### config.mk
export PLATFORM = sky130hd
export DESIGN_NAME = cvae_init_loader_flat
export DESIGN_NICKNAME = d
export VERILOG_FILES = /design/src/rtl/cvae_init_loader_if.sv /design/src/rtl/cvae_init_loader.sv /design/src/flat_wrapper.sv
export SDC_FILE = /design/constraint.sdc
export NUM_CORES = 1
export LEC_CHECK = 0
export BUFFER_PORTS_ARGS = -buffer_cell sky130_fd_sc_hd__buf_2
export CORE_ASPECT_RATIO = 0.8
export CORE_MARGIN = 1.5
export CORE_UTILIZATION = 45
export DETAILED_ROUTE_END_ITERATION = 7
export REMOVE_ABC_BUFFERS = 1
export SLEW_MARGIN = 20
export SYNTH_ARGS = -nofsm -noshare
export SYNTH_HDL_FRONTEND = slang
export SYNTH_SLANG_ARGS = --single-unit
### constraint.sdc
create_clock -name clk -period 4 [get_ports clk]
set_input_delay 0.8 -clock clk [delete_from_list [all_inputs] [get_ports clk]]
set_output_delay 0.8 -clock clk [all_outputs]
set_load 0.01 [all_outputs]
### src/rtl/cvae_init_loader_if.sv
// Bus bundle for the CVAE initial-data loader: the burst input, the mirrored
// state-SRAM write port, the bank read ports and the core's state-update port.
interface cvae_init_loader_if #(
  parameter int DATA_WIDTH = 32,
  parameter int ADDR_WIDTH = 16
);
  // Burst capture
  logic                  start;
  logic [DATA_WIDTH-1:0] init_data;
  logic                  busy;
  logic                  load_done;

  // State SRAM mirror write port
  logic                  sram_state_wea;
  logic [ADDR_WIDTH-1:0] sram_state_addr;
  logic [DATA_WIDTH-1:0] sram_state_wdata;

  // Combinational bank read ports
  logic [3:0]            state_raddr;
  logic [DATA_WIDTH-1:0] state_rdata;
  logic [2:0]            goal_raddr;
  logic [DATA_WIDTH-1:0] goal_rdata;
  logic [1:0]            z_raddr;
  logic [DATA_WIDTH-1:0] z_rdata;

  // Core write-back of a new state word
  logic                  upd_en;
  logic [3:0]            upd_addr;
  logic [DATA_WIDTH-1:0] upd_data;

  // Burst source / compute core side
  modport master (
    output start, init_data,
    output state_raddr, goal_raddr, z_raddr,
    output upd_en, upd_addr, upd_data,
    input  busy, load_done,
    input  sram_state_wea, sram_state_addr, sram_state_wdata,
    input  state_rdata, goal_rdata, z_rdata
  );

  // Loader side
  modport slave (
    input  start, init_data,
    input  state_raddr, goal_raddr, z_raddr,
    input  upd_en, upd_addr, upd_data,
    output busy, load_done,
    output sram_state_wea, sram_state_addr, sram_state_wdata,
    output state_rdata, goal_rdata, z_rdata
  );
endinterface

### src/rtl/cvae_init_loader.sv
// CVAE front-end loader. A start pulse opens a 23-word capture window:
// 13 state words, 6 goal words, 4 latent-Z words, held in register banks for
// the compute core. State words are also mirrored into the state SRAM through
// a registered write port. Between bursts the core may overwrite state words.
module cvae_init_loader #(
  parameter int                    DATA_WIDTH = 32,
  parameter int                    ADDR_WIDTH = 16,
  parameter int                    N_STATE    = 13,
  parameter int                    N_GOAL     = 6,
  parameter int                    N_Z        = 4,
  parameter logic [ADDR_WIDTH-1:0] STATE_BASE = '0
) (
  input logic               clk,
  input logic               rst_n,
  cvae_init_loader_if.slave bus
);

  localparam logic [4:0] LAST_STATE = 5'(N_STATE - 1);
  localparam logic [4:0] LAST_GOAL  = 5'(N_GOAL - 1);
  localparam logic [4:0] LAST_Z     = 5'(N_Z - 1);
  localparam logic [3:0] N_STATE_A  = 4'(N_STATE);

  typedef enum logic [2:0] {
    IDLE,
    LD_STATE,
    LD_GOAL,
    LD_Z,
    DONE
  } fsm_t;

  fsm_t       state_reg, state_next;
  logic [4:0] cnt_reg, cnt_next;

  logic cap_state, cap_goal, cap_z, upd_ok;

  logic [DATA_WIDTH-1:0] state_bank [N_STATE];
  logic [DATA_WIDTH-1:0] goal_bank  [N_GOAL];
  logic [DATA_WIDTH-1:0] z_bank     [N_Z];

  logic [N_STATE-1:0]    state_we;
  logic [N_GOAL-1:0]     goal_we;
  logic [N_Z-1:0]        z_we;
  logic [DATA_WIDTH-1:0] state_wdata;

  // Read tables padded to the full address range so out-of-range reads give 0
  logic [DATA_WIDTH-1:0] state_rd_tab [16];
  logic [DATA_WIDTH-1:0] goal_rd_tab  [8];
  logic [DATA_WIDTH-1:0] z_rd_tab     [4];

  logic                  sram_wea_reg;
  logic [ADDR_WIDTH-1:0] sram_addr_reg;
  logic [DATA_WIDTH-1:0] sram_wdata_reg;

  // FSM state and word counter registers
  always_ff @(posedge clk or negedge rst_n) begin
    if (!rst_n) begin
      state_reg <= IDLE;
      cnt_reg   <= '0;
    end else begin
      state_reg <= state_next;
      cnt_reg   <= cnt_next;
    end
  end

  // Next-state / counter logic; start is only honoured from IDLE
  always_comb begin
    state_next = state_reg;
    cnt_next   = cnt_reg;
    case (state_reg)
      IDLE: begin
        if (bus.start) begin
          state_next = LD_STATE;
          cnt_next   = '0;
        end
      end
      LD_STATE: begin
        if (cnt_reg == LAST_STATE) begin
          state_next = LD_GOAL;
          cnt_next   = '0;
        end else begin
          cnt_next = cnt_reg + 5'd1;
        end
      end
      LD_GOAL: begin
        if (cnt_reg == LAST_GOAL) begin
          state_next = LD_Z;
          cnt_next   = '0;
        end else begin
          cnt_next = cnt_reg + 5'd1;
        end
      end
      LD_Z: begin
        if (cnt_reg == LAST_Z) begin
          state_next = DONE;
          cnt_next   = '0;
        end else begin
          cnt_next = cnt_reg + 5'd1;
        end
      end
      DONE: begin
        state_next = IDLE;
        cnt_next   = '0;
      end
      default: begin
        state_next = IDLE;
        cnt_next   = '0;
      end
    endcase
  end

  assign cap_state = (state_reg == LD_STATE);
  assign cap_goal  = (state_reg == LD_GOAL);
  assign cap_z     = (state_reg == LD_Z);

  // Core updates only land in IDLE, lose to a simultaneous start, and are
  // dropped for addresses beyond the state bank.
  assign upd_ok = (state_reg == IDLE) && bus.upd_en && !bus.start &&
                  (bus.upd_addr < N_STATE_A);

  // Per-word write enables
  genvar gi;
  generate
    for (gi = 0; gi < N_STATE; gi++) begin : g_state_we
      assign state_we[gi] = (cap_state && (cnt_reg == 5'(gi))) ||
                            (upd_ok && (bus.upd_addr == 4'(gi)));
    end
    for (gi = 0; gi < N_GOAL; gi++) begin : g_goal_we
      assign goal_we[gi] = cap_goal && (cnt_reg == 5'(gi));
    end
    for (gi = 0; gi < N_Z; gi++) begin : g_z_we
      assign z_we[gi] = cap_z && (cnt_reg == 5'(gi));
    end
  endgenerate

  // Capture and update never coincide, so one mux feeds the state bank
  assign state_wdata = cap_state ? bus.init_data : bus.upd_data;

  // State bank: burst capture plus core write-back
  always_ff @(posedge clk or negedge rst_n) begin
    if (!rst_n) begin
      for (int i = 0; i < N_STATE; i++) state_bank[i] <= '0;
    end else begin
      for (int i = 0; i < N_STATE; i++) begin
        if (state_we[i]) state_bank[i] <= state_wdata;
      end
    end
  end

  // Goal bank: burst capture only
  always_ff @(posedge clk or negedge rst_n) begin
    if (!rst_n) begin
      for (int i = 0; i < N_GOAL; i++) goal_bank[i] <= '0;
    end else begin
      for (int i = 0; i < N_GOAL; i++) begin
        if (goal_we[i]) goal_bank[i] <= bus.init_data;
      end
    end
  end

  // Latent-Z bank: burst capture only
  always_ff @(posedge clk or negedge rst_n) begin
    if (!rst_n) begin
      for (int i = 0; i < N_Z; i++) z_bank[i] <= '0;
    end else begin
      for (int i = 0; i < N_Z; i++) begin
        if (z_we[i]) z_bank[i] <= bus.init_data;
      end
    end
  end

  // Build the zero-padded read tables
  generate
    for (gi = 0; gi < 16; gi++) begin : g_state_rd
      if (gi < N_STATE) begin : g_word
        assign state_rd_tab[gi] = state_bank[gi];
      end else begin : g_zero
        assign state_rd_tab[gi] = '0;
      end
    end
    for (gi = 0; gi < 8; gi++) begin : g_goal_rd
      if (gi < N_GOAL) begin : g_word
        assign goal_rd_tab[gi] = goal_bank[gi];
      end else begin : g_zero
        assign goal_rd_tab[gi] = '0;
      end
    end
    for (gi = 0; gi < 4; gi++) begin : g_z_rd
      if (gi < N_Z) begin : g_word
        assign z_rd_tab[gi] = z_bank[gi];
      end else begin : g_zero
        assign z_rd_tab[gi] = '0;
      end
    end
  endgenerate

  assign bus.state_rdata = state_rd_tab[bus.state_raddr];
  assign bus.goal_rdata  = goal_rd_tab[bus.goal_raddr];
  assign bus.z_rdata     = z_rd_tab[bus.z_raddr];

  // Registered SRAM mirror: one write per captured state word. Address and
  // data hold their last value once the write enable drops.
  always_ff @(posedge clk or negedge rst_n) begin
    if (!rst_n) begin
      sram_wea_reg   <= 1'b0;
      sram_addr_reg  <= '0;
      sram_wdata_reg <= '0;
    end else begin
      sram_wea_reg <= cap_state;
      if (cap_state) begin
        sram_addr_reg  <= STATE_BASE + ADDR_WIDTH'(cnt_reg);
        sram_wdata_reg <= bus.init_data;
      end
    end
  end

  assign bus.sram_state_wea   = sram_wea_reg;
  assign bus.sram_state_addr  = sram_addr_reg;
  assign bus.sram_state_wdata = sram_wdata_reg;

  assign bus.busy      = cap_state || cap_goal || cap_z;
  assign bus.load_done = (state_reg == DONE);

endmodule

### src/flat_wrapper.sv
// flat-port wrapper written by rule: the top's interface ports become plain ports
module cvae_init_loader_flat 
#(
  parameter int                    DATA_WIDTH = 32,
  parameter int                    ADDR_WIDTH = 16,
  parameter int                    N_STATE    = 13,
  parameter int                    N_GOAL     = 6,
  parameter int                    N_Z        = 4,
  parameter logic [ADDR_WIDTH-1:0] STATE_BASE = '0
)
  (clk, rst_n, bus_start, bus_init_data, bus_state_raddr, bus_goal_raddr, bus_z_raddr, bus_upd_en, bus_upd_addr, bus_upd_data, bus_busy, bus_load_done, bus_sram_state_wea, bus_sram_state_addr, bus_sram_state_wdata, bus_state_rdata, bus_goal_rdata, bus_z_rdata);
  cvae_init_loader_if #(.DATA_WIDTH(DATA_WIDTH), .ADDR_WIDTH(ADDR_WIDTH)) bus_i ();
  input logic clk;
  input logic rst_n;
  input wire logic [$bits(bus_i.start)-1:0] bus_start;
  input wire logic [$bits(bus_i.init_data)-1:0] bus_init_data;
  input wire logic [$bits(bus_i.state_raddr)-1:0] bus_state_raddr;
  input wire logic [$bits(bus_i.goal_raddr)-1:0] bus_goal_raddr;
  input wire logic [$bits(bus_i.z_raddr)-1:0] bus_z_raddr;
  input wire logic [$bits(bus_i.upd_en)-1:0] bus_upd_en;
  input wire logic [$bits(bus_i.upd_addr)-1:0] bus_upd_addr;
  input wire logic [$bits(bus_i.upd_data)-1:0] bus_upd_data;
  output wire logic [$bits(bus_i.busy)-1:0] bus_busy;
  output wire logic [$bits(bus_i.load_done)-1:0] bus_load_done;
  output wire logic [$bits(bus_i.sram_state_wea)-1:0] bus_sram_state_wea;
  output wire logic [$bits(bus_i.sram_state_addr)-1:0] bus_sram_state_addr;
  output wire logic [$bits(bus_i.sram_state_wdata)-1:0] bus_sram_state_wdata;
  output wire logic [$bits(bus_i.state_rdata)-1:0] bus_state_rdata;
  output wire logic [$bits(bus_i.goal_rdata)-1:0] bus_goal_rdata;
  output wire logic [$bits(bus_i.z_rdata)-1:0] bus_z_rdata;
  assign bus_i.start = bus_start;
  assign bus_i.init_data = bus_init_data;
  assign bus_i.state_raddr = bus_state_raddr;
  assign bus_i.goal_raddr = bus_goal_raddr;
  assign bus_i.z_raddr = bus_z_raddr;
  assign bus_i.upd_en = bus_upd_en;
  assign bus_i.upd_addr = bus_upd_addr;
  assign bus_i.upd_data = bus_upd_data;
  assign bus_busy = bus_i.busy;
  assign bus_load_done = bus_i.load_done;
  assign bus_sram_state_wea = bus_i.sram_state_wea;
  assign bus_sram_state_addr = bus_i.sram_state_addr;
  assign bus_sram_state_wdata = bus_i.sram_state_wdata;
  assign bus_state_rdata = bus_i.state_rdata;
  assign bus_goal_rdata = bus_i.goal_rdata;
  assign bus_z_rdata = bus_i.z_rdata;
  cvae_init_loader #(.DATA_WIDTH(DATA_WIDTH), .ADDR_WIDTH(ADDR_WIDTH), .N_STATE(N_STATE), .N_GOAL(N_GOAL), .N_Z(N_Z), .STATE_BASE(STATE_BASE)) u_core (.clk(clk), .rst_n(rst_n), .bus(bus_i));
endmodule
# Yosys cells after proc, flatten, opt, wreduce, memory -nomap -nowiden

Cells that the tools add are included.

Output and inout bits: 147
Memory bits (read-only): 0
Memory bits (writable): 0
Register bits: 782
Memories: 0
Input port bits: 81
Latch bits: 0
Word-level logic and storage cells: 147

Multiplexer cells: 20
Reduce and logical (&&, ||, !) cells: 59
Bitwise logic cells: 3
Shifts and indexed selects: 0
$lt $le $gt $ge: 4
Div/mod/pow operators: 0
Add/subtract/negate cells: 1
Eq/ne operators: 32
$mul: 0

Operators by type and width:

| kind                                                                  | number |
|---|---|
| 32-bit 2-to-1 mux                                                     | 7 |
| 32-bit binary-select mux with 4-bit select                            | 1 |
| 32-bit binary-select mux with 3-bit select                            | 1 |
| 32-bit binary-select mux with 2-bit select                            | 1 |
| 1-bit logical AND                                                     | 39 |
| 5-bit by 4-bit equality test with 1-bit output, second input constant | 5 |
| 4-bit equality test, second input constant                            | 5 |
| 5-bit by 3-bit equality test with 1-bit output, second input constant | 4 |
| 5-bit 2-to-1 mux                                                      | 4 |
| 5-bit one-hot mux with 4 select lines                                 | 1 |
| 4-bit by 3-bit equality test with 1-bit output, second input constant | 4 |
| 1-bit logical OR                                                      | 15 |
| 3-bit 2-to-1 mux                                                      | 4 |
| 3-bit one-hot mux with 4 select lines                                 | 1 |
| 5-bit by 2-bit equality test with 1-bit output, second input constant | 2 |
| 4-bit by 2-bit equality test with 1-bit output, second input constant | 2 |
| 2-bit != test, second input constant                                  | 4 |
| 3-bit by 2-bit equality test with 1-bit output, second input constant | 2 |
| 5-bit by 1-bit adder with 5-bit output, second input constant         | 1 |
| 5-bit by 1-bit equality test with 1-bit output, second input constant | 1 |
| 5-bit >= comparator, second input constant                            | 1 |
| 5-bit zero test                                                       | 1 |
| 4-bit inverter with 5-bit output                                      | 1 |
| 4-bit by 1-bit equality test with 1-bit output, second input constant | 1 |
| other kinds (11)                                                      | 11 |

# Logic depth before layout (Yosys ltp)

Depth in word-level cells: 6
Gate-level depth with buffers: 8
Mapped depth without buffers: 6

# Least setup slack after synthesis

Ideal clock, no wire load.

Path kind: input port to output port
Start: in bus_state_raddr[0]
End: out bus_state_rdata[17]
Arrival time: 2.348 ns
Path slack: 0.852 ns
Cell stages on the path: 4
Path buffers: 2
Data required time: 3.200 ns
Cells stage by stage: buf_2 -> buf_1 -> mux4_2 -> o221a_2

Word-level cells in the longest chain between the ends: 4

Ends and longest elaborated chain:

| item                                                   | RTL line                | RTL |
|---|---|---|
| start, declared                                        | flat_wrapper.sv:17      | `input wire logic [$bits(bus_i.state_raddr)-1:0] bus_state_raddr;` |
| 4-bit inverter with 5-bit output (implied by the code) | cvae_init_loader.sv:196 | `assign bus.state_rdata = state_rd_tab[bus.state_raddr];` |
| 32-bit binary-select mux with 4-bit select             | cvae_init_loader.sv:196 |  |
| 32-bit 2-to-1 mux (implied by the code) (2 in series)  | cvae_init_loader.sv:196 |  |
| end, declared                                          | flat_wrapper.sv:28      | `output wire logic [$bits(bus_i.state_rdata)-1:0] bus_state_rdata;` |

No other way between the ends. The select of a mux whose other input is x is not followed.

# Final worst setup path

Start: in bus_state_raddr[1]
End: out bus_state_rdata[23]

The elaborated chain is that of the path after synthesis.

==> impl.org <==
** Cells and area
- The largest registers in the layout are u_core.state_bank (416), u_core.goal_bank (192), u_core.z_bank (128).
- The net count of the finished layout is 2709.
- The finished cells cover 40800 µm².
- In the layout the commonest cells are dfrtp_1 (782), mux2_2 (666), buf_2 (213).
- The area growth from synthesis to layout is 14.4%.
- Leaving out fill and tap cells, the most frequent cell in the layout is dfrtp_1.
- Once layout is complete, the utilization of the core stands at 51.9%.
- Counting flops per register, the top entry is u_core.state_bank.
- The register with the most flip-flops in the layout has 416 of them.
- Share of layout cells above drive strength 1 :: 49.4%

** Setup path
- Critical R2R Launch :: u_core.cnt_reg[1]$_DFFE_PN0N_
- FF-to-FF setup slack :: 860 ps
- STA classifies the critical path startpoint as an input port.
- Highest-delay cell along the critical path :: buf_12
- Of all nets on the critical path, the largest fanout is 66.
- Arr. time, crit path :: 2620 ps
- The worst setup path is of the in -> out kind.
- The largest single stage delay on the critical path is 410 ps.
- Traced cell by cell, the critical path runs through buf_2 > buf_12 > nand3b_1 > buf_12 > a211oi_1 > nor3_1 > o221a_2 > buf_2.
- The number of cells on the worst reg-to-reg path is 5.
- Crit. End Element :: primary output
- Worst endpoint required time :: 3200 ps
- The endpoint identified for the worst register-to-register timing path is u_core.goal_bank[131]$_DFFE_PN0P_.

** Route
- Starting DRT DRC Count :: 1500
- Total via count in the routed design :: 21500
- Avg WL per Cell :: 25.3 µm
- The first detailed-routing pass ran for 5 iterations.
- Number of nets with antenna violations after routing :: 0
- Number of remaining DRC errors :: 0
- Using the TritonRoute via totals, the vias-per-cell ratio works out to 5.76.
- Final WL :: 94400 µm

** Die
- Placement row count :: 92
- Die H :: 255 µm
- 228 I/O pins were placed.
- Standard cell core area :: 78600 µm²
- The die covers 81000 µm².
- From left edge to right edge, the die measures 318 µm.
- Starting utilization of the core area :: 45.4%

** Synth
- Cell types with the largest area share after synthesis :: dfrtp_1 (55%), mux2_2 (21%), mux4_2 (8.1%)
- Sequential elements use 54.9% of the synthesized area.
- The most used flip-flop cell after synthesis is dfrtp_1.
- The synthesized design contains 0 enable-type register cells.
- Register bit count reported by yosys :: 782
- Counting flops with an async set or reset pin after synthesis yields a share of 100%.
- Cell area after technology mapping :: 35700 µm²
- Top cell type's share of synthesized area :: 54.9%
- Number of warnings issued by yosys :: 0
- Synthesized area per cell :: 14.4 µm²
- Distinct cells, synth :: 53
- Post-synthesis instance total :: 2483
- Summed over all instances, the cell type with the most area after synthesis is dfrtp_1.

** Timing
- On the final layout, the worst clock skew is 16.2 ps.
- Fmax :: 0.292 GHz
- Tcrit/Tclk final :: 85.6%
- Fin. Hold Viols :: 0
- Aggregate negative setup slack :: 0 ps
- The worst path needs 3420 ps of the cycle, external delays included.
- The worst pin sits at a relative slew slack of 27.1%.
- Slew at the pin closest to its max-slew limit :: 1090 ps
- Number of failing setup endpoints in the final timing report :: 0
- Setup repair after global routing left no endpoint under its margin.
- Final-report max-slew violation count :: 0

** Power and ir drop
- Combinational logic is responsible for 33.6% of the overall power.
- In this run the power spent charging and discharging nets is 10.3 mW.
- Summed over all cells, the static leakage comes to 18.3 nW.
- Across the VDD grid, the largest voltage drop is 0.423 mV.
- Power density cells :: 800 nW/µm²
- Sequential cells burn 41.8% of the power.
- Clock network power share :: 24.6%
- Internal Pwr Total :: 22.3 mW
- Switching fraction of total power :: 31.7%

** Outcome
- The run finished with clean final reports.

** Clocking
- Clock sink total :: 782
- CTS-repair resized insts :: 0
- Clock latency at the later pin of the worst-skew pair :: 630 ps
- TritonCTS built the clock tree.
- Hold repair after CTS inserted 0 buffers.
- Post-CTS timing repair inserted 0 buffers for setup.
- Clock Path Buffers :: 3
- The H-tree generated during clock tree synthesis spans 3 levels.
- TritonCTS buffer count :: 83
- Clock slew seen by the registers of the worst setup and hold paths :: 60 ps
- The root buffer cell chosen for the clock tree is clkbuf_16.

** GRT
- Total routing resource utilization after global routing :: 23.5%
- Vias in the first global route :: 22900
- Global-route wire length before repair :: 144000 µm
- Maximum number of pins on one net before global-route repair :: 95
- For this run the aggregate overflow at the end of global routing stands at 0.
- Initial antenna violation count :: 7

** Hold path
- The tightest min-delay check is of the in -> async type.

** Placement
- Summed over all nets, the half-perimeter wirelength after detailed placement is 56800 µm.
- Count of input and output buffers :: 216
- Routability Congestion :: 0.801
- Summing all placed instances gives a cell area of 37900 µm².

** Job
- Number of max-cap violations :: 0
worst max-delay path: cells and delay by family:
family	cells	cell delay, ps
AOI/OAI and AO/OA	2	460
buffers and inverters	4	990
and+or+nand+nor	2	290
synthesized netlist by cell type, types with 7 or more instances:
cell        n
mux2_1     10
buf_6       7
o22ai_1    32
inv_1      37
mux4_2    128
buf_4      28
a21oi_1    38
o221a_2    32
nand2b_1   10
buf_2      61
mux2_2    666
mux2i_1    32
nor2b_1    69
buf_1      45
dfrtp_1   782
mux2_4     60
nand2_1   185
clkbuf_1   95
nor2_1     10
a211oi_1   64
nor3_1     38
per-stage QoR:
stage / hold slack [ps] / std cells / power (mW) / setup WS [ps]
after CTS: 231 / 3724 / 32.8 / 619
after detailed placement: 463 / 3573 / 24.7 / 617
after global routing: 259 / 3728 / 34.4 / 482
after floorplan: 453 / 2257 / 20.6 / 45.6
after global placement: 454 / 3573 / 24.1 / 401
final: 219 / 3729 / 32.6 / 578
worst max path at each step:
stage,from,to,slack [ps]
5_1_grt,bus_state_raddr[1],bus_state_rdata[28],480
3_3_place_gp,bus_state_raddr[1],bus_state_rdata[22],400
4_1_cts,bus_state_raddr[1],bus_state_rdata[23],620
6_report,bus_state_raddr[1],bus_state_rdata[23],580
3_5_place_dp,bus_state_raddr[1],bus_state_rdata[28],620
2_1_floorplan,u_core.state_reg[0]$_DFFE_PN0P_,u_core.state_bank[160]$_DFFE_PN0P_,50
logic make-up (layout without fill, tap and decap cells):
logic type,count (synthesis),in the layout,share of synthesized area (%)
AOI/OAI and AO/OA,191,191,4.08
adders and majority gates,4,4,0.140
buffers and inverters,274,471,3.54
DFF,782,782,54.9
muxes,896,896,32.8
other,1,16,0.0105
and+or+nand+nor,335,335,4.51
routing by layer:
metal	up-vias	part of all wire [%]	GRT usage (%)	routed length [µm]
met5	-	0.015	0	14
met4	4	3.1	7.99	2940
met3	154	5.1	4.66	4800
met2	497	45	35.8	42300
met1	11500	47	33.7	44400
li1	9292	-	-	-
layout make-up:
class	instances	area, µm²
fill	6589	37800
clock buffer	133	2580
multi-input combinational	1437	15000
clock inverter	18	278
timing repair buffer	282	1890
tap	1034	1290
inverter	38	143
sequential	782	19600
antenna	5	12.5
power groups by stage:
| stage | logic [mW] | registers [mW] | clock network (mW) |
|---|---|---|---|
| final | 11.0 | 13.6 | 8.03 |
| after global routing | 11.8 | 14.1 | 8.52 |
| after CTS | 11.0 | 13.6 | 8.21 |
| after detailed placement | 11.0 | 13.7 | 0 |
| after global placement | 10.7 | 13.4 | 0 |
| after floorplan | 7.54 | 13.1 | 0 |
(Power assumes the default switching activity.)
